**src/rtl/hc595_pkg.sv**
```systemverilog
// Shared definitions for the 74HC595 serial back-end: frame geometry, step
// decode and the {seg, sel} MSB-first bit-order convention.
package hc595_pkg;

   localparam int FRAME_BITS  = 16;
   localparam int FRAME_STEPS = 34;
   localparam int STEP_W      = $clog2(FRAME_STEPS);
   localparam int BIT_W       = $clog2(FRAME_BITS);

   typedef logic [7:0]            byte_t;
   typedef logic [FRAME_BITS-1:0] frame_t;
   typedef logic [STEP_W-1:0]     step_t;

   typedef enum logic [1:0] {
      PH_SHIFT,   // present next data bit, shift clock low
      PH_CLOCK,   // shift clock high
      PH_LATCH,   // storage clock high
      PH_DONE     // storage clock low, reload shadow
   } phase_e;

   // seg goes out first so it ends up in the far (second) 595.
   function automatic frame_t pack_frame(input byte_t seg, input byte_t sel);
      return {seg, sel};
   endfunction

   function automatic phase_e step_phase(input step_t s);
      if (s == step_t'(FRAME_STEPS - 2)) return PH_LATCH;
      if (s == step_t'(FRAME_STEPS - 1)) return PH_DONE;
      if (s[0])                          return PH_CLOCK;
      return PH_SHIFT;
   endfunction

endpackage

```
**src/rtl/hc595_if.sv**
```systemverilog
// Scanner-side data plus board-side 595 pins for the serial back-end.
interface hc595_if;
   import hc595_pkg::*;

   logic  en;
   byte_t sel;
   byte_t seg;
   logic  ds;
   logic  sh_cp;
   logic  st_cp;
   logic  frame_done;

   modport master (output en, sel, seg, input ds, sh_cp, st_cp, frame_done);
   modport slave  (input en, sel, seg, output ds, sh_cp, st_cp, frame_done);

endinterface

```
**src/rtl/hc595_driver_tick_gen.sv**
```systemverilog
// Clock-enable divider: one-cycle tick every HALF clocks, held in reset by clr_i.
module tick_gen #(
   parameter int HALF = 2
) (
   input  logic clk,
   input  logic reset_n,
   input  logic clr_i,
   output logic tick_o
);

   localparam int CW = (HALF > 1) ? $clog2(HALF) : 1;

   logic [CW-1:0] div_cnt_q;
   logic          term;

   assign term   = (div_cnt_q == CW'(HALF - 1));
   assign tick_o = term && !clr_i;

   always_ff @(posedge clk or negedge reset_n) begin
      if (!reset_n)          div_cnt_q <= '0;
      else if (clr_i || term) div_cnt_q <= '0;
      else                   div_cnt_q <= div_cnt_q + CW'(1);
   end

endmodule

```
**src/rtl/hc595_driver.sv**
```systemverilog
// Streams {seg, sel} as back-to-back 16-bit frames into two cascaded 74HC595s.
// A frame is 34 ticks: 16 low/high shift-clock pairs, then a latch pulse.
module hc595_driver
   import hc595_pkg::*;
#(
   parameter int SCLK_HALF = 2
) (
   input  logic   clk,
   input  logic   reset_n,
   hc595_if.slave bus
);

   logic             tick;
   step_t            step_q;
   frame_t           shadow_q;
   logic             ds_q, sh_cp_q, st_cp_q, done_q;
   logic [BIT_W-1:0] bit_idx;

   tick_gen #(.HALF(SCLK_HALF)) u_tick_gen (
      .clk     (clk),
      .reset_n (reset_n),
      .clr_i   (!bus.en),
      .tick_o  (tick)
   );

   // Shift steps are 0..31, so step/2 is the bit number within the frame.
   assign bit_idx = step_q[BIT_W:1];

   always_ff @(posedge clk or negedge reset_n) begin
      if (!reset_n) begin
         step_q   <= '0;
         shadow_q <= '0;
         ds_q     <= 1'b0;
         sh_cp_q  <= 1'b0;
         st_cp_q  <= 1'b0;
         done_q   <= 1'b0;
      end else if (!bus.en) begin
         // Idle: keep tracking the inputs so the first frame uses fresh data.
         step_q   <= '0;
         shadow_q <= pack_frame(bus.seg, bus.sel);
         ds_q     <= 1'b0;
         sh_cp_q  <= 1'b0;
         st_cp_q  <= 1'b0;
         done_q   <= 1'b0;
      end else begin
         done_q <= 1'b0;
         if (tick) begin
            unique case (step_phase(step_q))
               PH_SHIFT: begin
                  ds_q    <= shadow_q[BIT_W'(FRAME_BITS - 1) - bit_idx];
                  sh_cp_q <= 1'b0;
               end
               PH_CLOCK: sh_cp_q <= 1'b1;
               PH_LATCH: begin
                  sh_cp_q <= 1'b0;
                  st_cp_q <= 1'b1;
               end
               PH_DONE: begin
                  st_cp_q  <= 1'b0;
                  done_q   <= 1'b1;
                  shadow_q <= pack_frame(bus.seg, bus.sel);
               end
            endcase
            step_q <= (step_q == step_t'(FRAME_STEPS - 1)) ? '0 : step_q + step_t'(1);
         end
      end
   end

   assign bus.ds         = ds_q;
   assign bus.sh_cp      = sh_cp_q;
   assign bus.st_cp      = st_cp_q;
   assign bus.frame_done = done_q;

endmodule

```
**src/flat_wrapper.sv**
```systemverilog
// flat-port wrapper written by rule: the top's interface ports become plain ports
module hc595_driver_flat import hc595_pkg::*;
#(
   parameter int SCLK_HALF = 2
)
  (clk, reset_n, bus_en, bus_sel, bus_seg, bus_ds, bus_sh_cp, bus_st_cp, bus_frame_done);
  hc595_if bus_i ();
  input  logic clk;
  input  logic reset_n;
  input wire logic [$bits(bus_i.en)-1:0] bus_en;
  input wire logic [$bits(bus_i.sel)-1:0] bus_sel;
  input wire logic [$bits(bus_i.seg)-1:0] bus_seg;
  output wire logic [$bits(bus_i.ds)-1:0] bus_ds;
  output wire logic [$bits(bus_i.sh_cp)-1:0] bus_sh_cp;
  output wire logic [$bits(bus_i.st_cp)-1:0] bus_st_cp;
  output wire logic [$bits(bus_i.frame_done)-1:0] bus_frame_done;
  assign bus_i.en = bus_en;
  assign bus_i.sel = bus_sel;
  assign bus_i.seg = bus_seg;
  assign bus_ds = bus_i.ds;
  assign bus_sh_cp = bus_i.sh_cp;
  assign bus_st_cp = bus_i.st_cp;
  assign bus_frame_done = bus_i.frame_done;
  hc595_driver #(.SCLK_HALF(SCLK_HALF)) u_core (.clk(clk), .reset_n(reset_n), .bus(bus_i));
endmodule
```
**config.mk**
```make
export PLATFORM = sky130hd
export DESIGN_NAME = hc595_driver_flat
export DESIGN_NICKNAME = d
export VERILOG_FILES = /design/src/rtl/hc595_pkg.sv /design/src/rtl/hc595_if.sv /design/src/rtl/hc595_driver_tick_gen.sv /design/src/rtl/hc595_driver.sv /design/src/flat_wrapper.sv
export SDC_FILE = /design/constraint.sdc
export NUM_CORES = 1
export LEC_CHECK = 0
export CAP_MARGIN = 30
export CORE_MARGIN = 4
export CORE_UTILIZATION = 45
export DETAILED_ROUTE_END_ITERATION = 8
export PLACE_DENSITY = 0.72
export REMOVE_ABC_BUFFERS = 1
export SLEW_MARGIN = 10
export SYNTH_ARGS = -nofsm -noshare
export SYNTH_HDL_FRONTEND = slang
export SYNTH_SLANG_ARGS = --single-unit
```
**constraint.sdc**
```tcl
create_clock -name clk -period 1.8 [get_ports clk]
set_input_delay 0.54 -clock clk [delete_from_list [all_inputs] [get_ports clk]]
set_output_delay 0.54 -clock clk [all_outputs]
set_load 0.1 [all_outputs]
```
==> results of run 1 <==
-- sequential cells by signal, summed over array words and instances (netlist names) --
signal and cells:
u_core.u_tick_gen.div_cnt_q 1, u_core.bus.ds 1, u_core.bus.st_cp 1, u_core.bus.frame_done 1, u_core.bus.sh_cp 1, u_core.step_q 6, u_core.shadow_q 16
-- power by group through the flow --
| stage | Combinational [uW] | Clock [uW] | Sequential (uW) |
|---|---|---|---|
| floorplan | 114 | 0 | 709 |
| global placement | 253 | 0 | 688 |
| detailed placement | 259 | 0 | 692 |
| CTS | 263 | 270 | 680 |
| global route | 288 | 289 | 685 |
| finish | 265 | 261 | 679 |
-- cell usage after synthesis (2+ instances only) --
cell,instances,share of area
mux4_1,3,0.057
a21oi_1,5,0.018
nand2_1,6,0.016
o21ai_0,6,0.022
mux2_4,10,0.11
a211oi_1,3,0.016
nor2b_1,2,0.0090
dfrtp_1,27,0.49
inv_1,3,0.0081
buf_6,3,0.024
nand3_1,2,0.0072
ha_1,3,0.027
o221a_2,2,0.016
mux2_2,9,0.073
a22o_1,3,0.019
xnor2_1,2,0.013
-- cell families after synthesis --
| group | count (synthesis) |
|---|---|
| DFF | 27 |
| AOI/OAI and AO/OA | 22 |
| muxes | 22 |
| and+or+nand+nor | 16 |
| buffers and inverters | 8 |
| adders and majority gates | 3 |
| xor gates and xnor gates | 2 |
-- layer usage --
| layer | part of all wire | vias up |
|---|---|---|
| met4 | 0.016 | 0 |
| met1 | 0.45 | 441 |
| met3 | 0.058 | 5 |
| met2 | 0.48 | 31 |
| li1 | - | 449 |
| met5 | 0 | - |
-- through the flow --
step	utilization	setup WS, ns	hold slack [ns]	area, sq um	power (uW)
floorplan	-	-0.194	0.244	1330	823
global placement	0.616	-0.136	0.481	1760	941
detailed placement	0.616	-0.149	0.491	1760	950
CTS	0.629	0.00481	0.524	1790	1210
global route	0.639	0.00156	0.531	1820	1260
finish	0.639	0.112	0.519	1820	1200
-- what timing repair did --
item,4_1_cts,5_1_grt
setup endpoints to repair,1,17
hold buffers,0,0
resized for setup,0,3
buffers inserted,1,3
pin swaps,0,2
hold endpoints to repair,0,0
-- final cells by class --
| cell class | count | area [sq um] |
|---|---|---|
| Fill cell | 216 | 1030 |
| Inverter | 3 | 11.3 |
| Multi-Input combinational cell | 65 | 644 |
| Clock buffer | 3 | 22.5 |
| Timing Repair Buffer | 42 | 423 |
| Clock inverter | 1 | 5.00 |
| Sequential cell | 27 | 677 |
| Tap cell | 31 | 38.8 |
-- final timing paths --
check | end | slack [ns] | cells after the start
setup / recovery | u_core.shadow_q[12] | 0.11 | 6
hold / removal | u_core.shadow_q[5] | 0.52 | 1
setup reg to reg | u_core.shadow_q[12] | 0.11 | 6
hold reg to reg | u_core.shadow_q[5] | 0.52 | 1
max in group asynchronous | u_core.step_q[2] | 0.98 | 2
min in group asynchronous | u_core.bus.st_cp | 0.55 | 2
==> results_dict.tcl, run 1 <==
set metrics [dict create \
    path_cells "ha_1 > buf_4 > nand3_2 > o21a_1 > buf_12 > mux2_2" \
    gp_congestion 0.866 \
    firstDrtPassIters 4 \
    synth_edf_count 0 \
    synth_compound_area_frac 0.108 \
    synth_xor_area_frac 0.0127 \
    worstPathArrival_ns 1.91 \
    cts_sinks 27 \
    hp-start "u_core.shadow_q[5]" \
    io_pins 23 \
    hp-class "reg2reg" \
    path_class "reg2reg" \
    syn-cell-area_sq_mm 0.00138 \
    dp_hpwl_mm 1.86 \
    grt_setup_unrepaired "no" \
    rows 19 \
    syn_area_per_cell_sq_um 13.8 \
    slew_headroom 0.728 \
    place_inst 164 \
    mostFrequentLayoutCells "dfrtp_1, buf_4, clkdlybuf4s50_1" \
    synth_mux_area_frac 0.239 \
    grtUsageMet3 0.0284 \
    clk_latency_ns 0.33 \
    p_switching_uw 311 \
    dieArea_sq_mm 0.00403 \
    grt_pass1_wl_mm 4.33 \
    p_int_uw 893 \
    p_seq_frac 0.564 \
    worstMarginPinSlew_ns 0.407 \
    ir_worst_vdd_mv 0.358 \
    overflow 0 \
    cts_root_buf "clkbuf_4" \
    final_nets 164 \
    clkPwrFrac 0.217 \
    cts_max_level 1 \
    crit_family "flip-flops" \
    cts_made_buffers 3 \
    sw_frac_of_total 0.258 \
    core-area_sq_mm 0.00285 \
    fmax_ghz 0.592 \
    setup_viol 0 \
    finalNonFillerCells 172 \
    drt_iter0_drc 53 \
    clk_pin_slew_worst_paths_ns 0.15 \
    totalNegativeSetupSlack_ns 0 \
    crit_fanout 12 \
    seq_area_frac_synth 0.488 \
    ant_nets 0 \
    grt_util_met1 0.169 \
    die_h_um 63.5 \
    cts_buffer_depth 2 \
    met2_usage 0.231 \
    combPwrFrac 0.220 \
    status "completed" \
    start_util 0.485 \
    crit_buf_inv 2 \
    fin_crit_sh 0.938 \
    antennaDiodeCount 0 \
    portBuffers 22 \
    grt_max_degree 28 \
    maxCapViolCount 0 \
    die_w_um 63.5 \
    top_usage_layer "met2" \
    max_stage_delay_ns 0.44 \
    power_density_mw_per_mm2 661 \
    startpoint "u_core.step_q[0]" \
    async_reset_ff_frac 1.00 \
    avgRoutedWirePerCell_um 14.2 \
    p_leak_uw 0.000806 \
    drive_above_1_share 0.383 \
    ys.flop_type "dfrtp_1" \
    synth_cells 100 \
    finalHoldViolations 0 \
    synth_fa_ha_area_frac 0.0271 \
    syn2layout_area_growth_pct 31.6 \
    drv_slew 0 \
    start_kind "flop" \
    viasPerCell 5.38 \
    cp-end-kind "flop" \
    synthDistinctLibCells 27 \
    finalCriticalPeriod_ns 1.69 \
    worst_path_max_delay_cell "dfrtp_1" \
    dr_total_vias 926 \
    grt_usage 0.136 \
    synth_top_family_by_area "multiplexers" \
    antenna_found_initial 0 \
    cts_tree "yes" \
    final_common_cell "dfrtp_1" \
    crit_required_ns 2.02 \
    ys.warnings.count 0 \
    finalWirelength_mm 2.44 \
    drc_errors 0 \
    grt_pass1_vias 1001 \
    synthSimpleGateAreaFrac 0.0759 \
    finClkSkew_ns 0.0107 \
    rr_startpoint "u_core.step_q[0]" \
    ys_ff_latch 27 \
]
Note: power is estimated with default switching activity, not from simulation.
==> inputs of run 2 (changes only) <==
--- a/config.mk
+++ b/config.mk
@@ -7,11 +7,12 @@
 export LEC_CHECK = 0
 export CAP_MARGIN = 30
 export CORE_MARGIN = 4
-export CORE_UTILIZATION = 45
+export CORE_UTILIZATION = 47
 export DETAILED_ROUTE_END_ITERATION = 8
-export PLACE_DENSITY = 0.72
+export PLACE_DENSITY = 0.75
 export REMOVE_ABC_BUFFERS = 1
 export SLEW_MARGIN = 10
 export SYNTH_ARGS = -nofsm -noshare
 export SYNTH_HDL_FRONTEND = slang
+export SYNTH_HIERARCHICAL = 1
 export SYNTH_SLANG_ARGS = --single-unit
==> results_dict.tcl, run 2 <==
set metrics [dict create \
    drive_above_1_share 0.424 \
    synth_xor_area_frac 0 \
    rr_startpoint "u_core/step_q[1]" \
    synth_compound_area_frac 0.0786 \
    synth_top_area_share 0.483 \
    ys.flop_type "dfrtp_1" \
    die_h_um 62.6 \
    grt_setup_unrepaired "yes" \
    reg_top3 "u_core/shadow_q x16, u_core/step_q x6" \
    final_nets 167 \
    cts_made_buffers 3 \
    avgRoutedWirePerCell_um 15.8 \
    antenna_found_initial 0 \
    seq_area_frac_synth 0.483 \
    crit_required_ns 2.05 \
    cts_buffer_depth 2 \
    synthTopCellsByArea "dfrtp_1, mux2_4, mux4_1, mux2_2, ha_1" \
    power_density_mw_per_mm2 629 \
    synthDistinctLibCells 33 \
    syn_area_per_cell_sq_um 13.7 \
    slew_headroom 0.770 \
    start_util 0.499 \
    yosysMostFrequentCell "dfrtp_1" \
    regArea_sq_um 677 \
    holdPathStages 1 \
    cts_sinks 27 \
    antennaDiodeCount 0 \
    largest_reg_flops 16 \
    netlist_top_cells_count "dfrtp_1, mux2_4, inv_1, mux2_2, nand3_1" \
    min_to "u_core/u_tick_gen/div_cnt_q" \
    io_pins 23 \
    synth_fa_ha_area_frac 0.0268 \
    rows 19 \
    worstMarginPinSlew_ns 0.344 \
    regMostFlops "u_core/shadow_q" \
    drc_errors 0 \
    totalNegativeSetupSlack_ns 0 \
    grt_pass1_vias 1034 \
    fin_crit_sh 0.998 \
    synth_cells 102 \
    reg2reg_to "u_core/bus.ds" \
    nFillCells 221 \
    synthSimpleGateAreaFrac 0.0956 \
    grt_usage 0.151 \
    fin_area_sq_mm 0.00188 \
    dr_total_vias 962 \
    setup_viol 0 \
    die_w_um 62.6 \
    firstDrtPassIters 4 \
    finClkSkew_ns 0.00725 \
    utilization 0.670 \
    cts_max_level 1 \
    p_leak_uw 0.000806 \
    overflow 0 \
    syn-cell-area_sq_mm 0.00140 \
    multiInputGateArea_sq_um 652 \
    startpoint "u_core/step_q[1]" \
    ff2ff_path_depth 5 \
    gp_congestion 0.831 \
    clk_latency_ns 0.34 \
    r2r_setup_slack_ns 0.004 \
    dieArea_sq_mm 0.00392 \
    mostFrequentLayoutCells "dfrtp_1, clkdlybuf4s50_1, buf_4" \
    final_common_cell "dfrtp_1" \
    finalWirelength_mm 2.76 \
    finalCriticalPeriod_ns 1.80 \
    crit_fanout 3 \
    worstPathArrival_ns 2.04 \
    maxCapViolCount 0 \
    ant_nets 0 \
    grt_max_degree 28 \
    cp-end-kind "flop" \
    grt_pass1_wl_mm 4.64 \
    ys.warnings.count 6 \
    path_class "reg2reg" \
    drt_iter0_drc 26 \
    clk_pin_slew_worst_paths_ns 0.15 \
    async_reset_ff_frac 1.00 \
    viasPerCell 5.50 \
    start_kind "flop" \
    core-area_sq_mm 0.00281 \
    cts_root_buf "clkbuf_4" \
    ys_ff_latch 27 \
    place_area_sq_mm 0.00180 \
    syn2layout_area_growth_pct 34.2 \
    status "completed" \
    portBuffers 22 \
    finalHoldViolations 0 \
    drv_slew 0 \
    synth_top_family_by_area "multiplexers" \
    cts_tree "yes" \
    hp-start "u_core/u_tick_gen/div_cnt_q" \
    synth_edf_count 0 \
    hp-class "reg2reg" \
    synth_mux_area_frac 0.261 \
    synth_top_area_cell "dfrtp_1" \
    ir_worst_vdd_mv 0.356 \
    fmax_ghz 0.557 \
    total_power_uw 1180 \
    dp_hpwl_mm 1.99 \
]
==> run 2: changes by cell type after synthesis, sizes merged, moves of 3 or more <==
| cell | previous run | this run |
|---|---|---|
| mux2 | 19 | 16 |
| nand3 | 3 | 7 |
| inv | 3 | 7 |
| nor2 | 0 | 5 |
| o21ai | 6 | 1 |
| a22o | 3 | 0 |
| nand2 | 6 | 3 |
==> run 2: timing repair <==
action	CTS	global route
buffers inserted	1	0
endpoints found under the setup margin	3	15
cloned	0	1
hold buffers	0	0
pin swaps	1	1
gates resized for setup	8	4
==> run 2: worst max-delay path by stage <==
stage                     endpoint  slack, ns  cells past startpoint
2_1_floorplan  u_core/shadow_q[10]      -0.14                      5
4_1_cts              u_core/bus.ds       0.02                      6
5_1_grt              u_core/bus.ds      -0.08                      5
6_report             u_core/bus.ds      0.004                      5
3_3_place_gp    u_core/shadow_q[2]      -0.28                      7
3_5_place_dp    u_core/shadow_q[1]      -0.30                      7
==> run 2: report_power, final <==
part | switching (uW) | internal [uW] | leakage, uW | total [uW]
combinational | 87.0 | 149 | 0.000455 | 236
sequential | 28.8 | 648 | 0.000337 | 677
clock | 184 | 85.3 | 0.0000139 | 269
total | 300 | 882 | 0.000806 | 1180
==> run 2: worst max-delay path, stage by stage (launching register included) <==
cell and delay (ns):
dfrtp_1 0.42, buf_6 0.13, mux4_2 0.48, mux4_2 0.49, mux2i_1 0.15, nor2_1 0.05
==> run 2: metrics by stage <==
stage | worst slack (ns) | cells | hold slack (ns)
after floorplan | -0.140 | 97 | 0.244
after global routing | -0.0823 | 175 | 0.486
after global placement | -0.275 | 169 | 0.424
after detailed placement | -0.303 | 169 | 0.424
final | 0.00405 | 175 | 0.443
after CTS | 0.0153 | 174 | 0.443
==> run 2: area by class of cell <==
class | count | area share
clock inverters | 1 | 0.00399
well taps | 31 | 0.0206
repair buffers | 43 | 0.242
clock buffers | 3 | 0.0120
inverters | 7 | 0.0140
multi-input cells | 63 | 0.347
flip-flops and latches | 27 | 0.360
==> run 2: layer usage <==
metal / wire [um] / GRT usage / up-vias
met1: 1140 / 0.170 / 473
met4: 69 / 0.0771 / 0
met5: 0 / 0 / -
li1: - / - / 452
met3: 141 / 0.0378 / 5
met2: 1410 / 0.262 / 32
==> run 2: cell families after synthesis <==
logic type | Yosys count
DFF | 27
muxes | 23
and+or+nand+nor | 21
AOI/OAI and AO/OA | 16
buffers and inverters | 12
adders and majority gates | 3
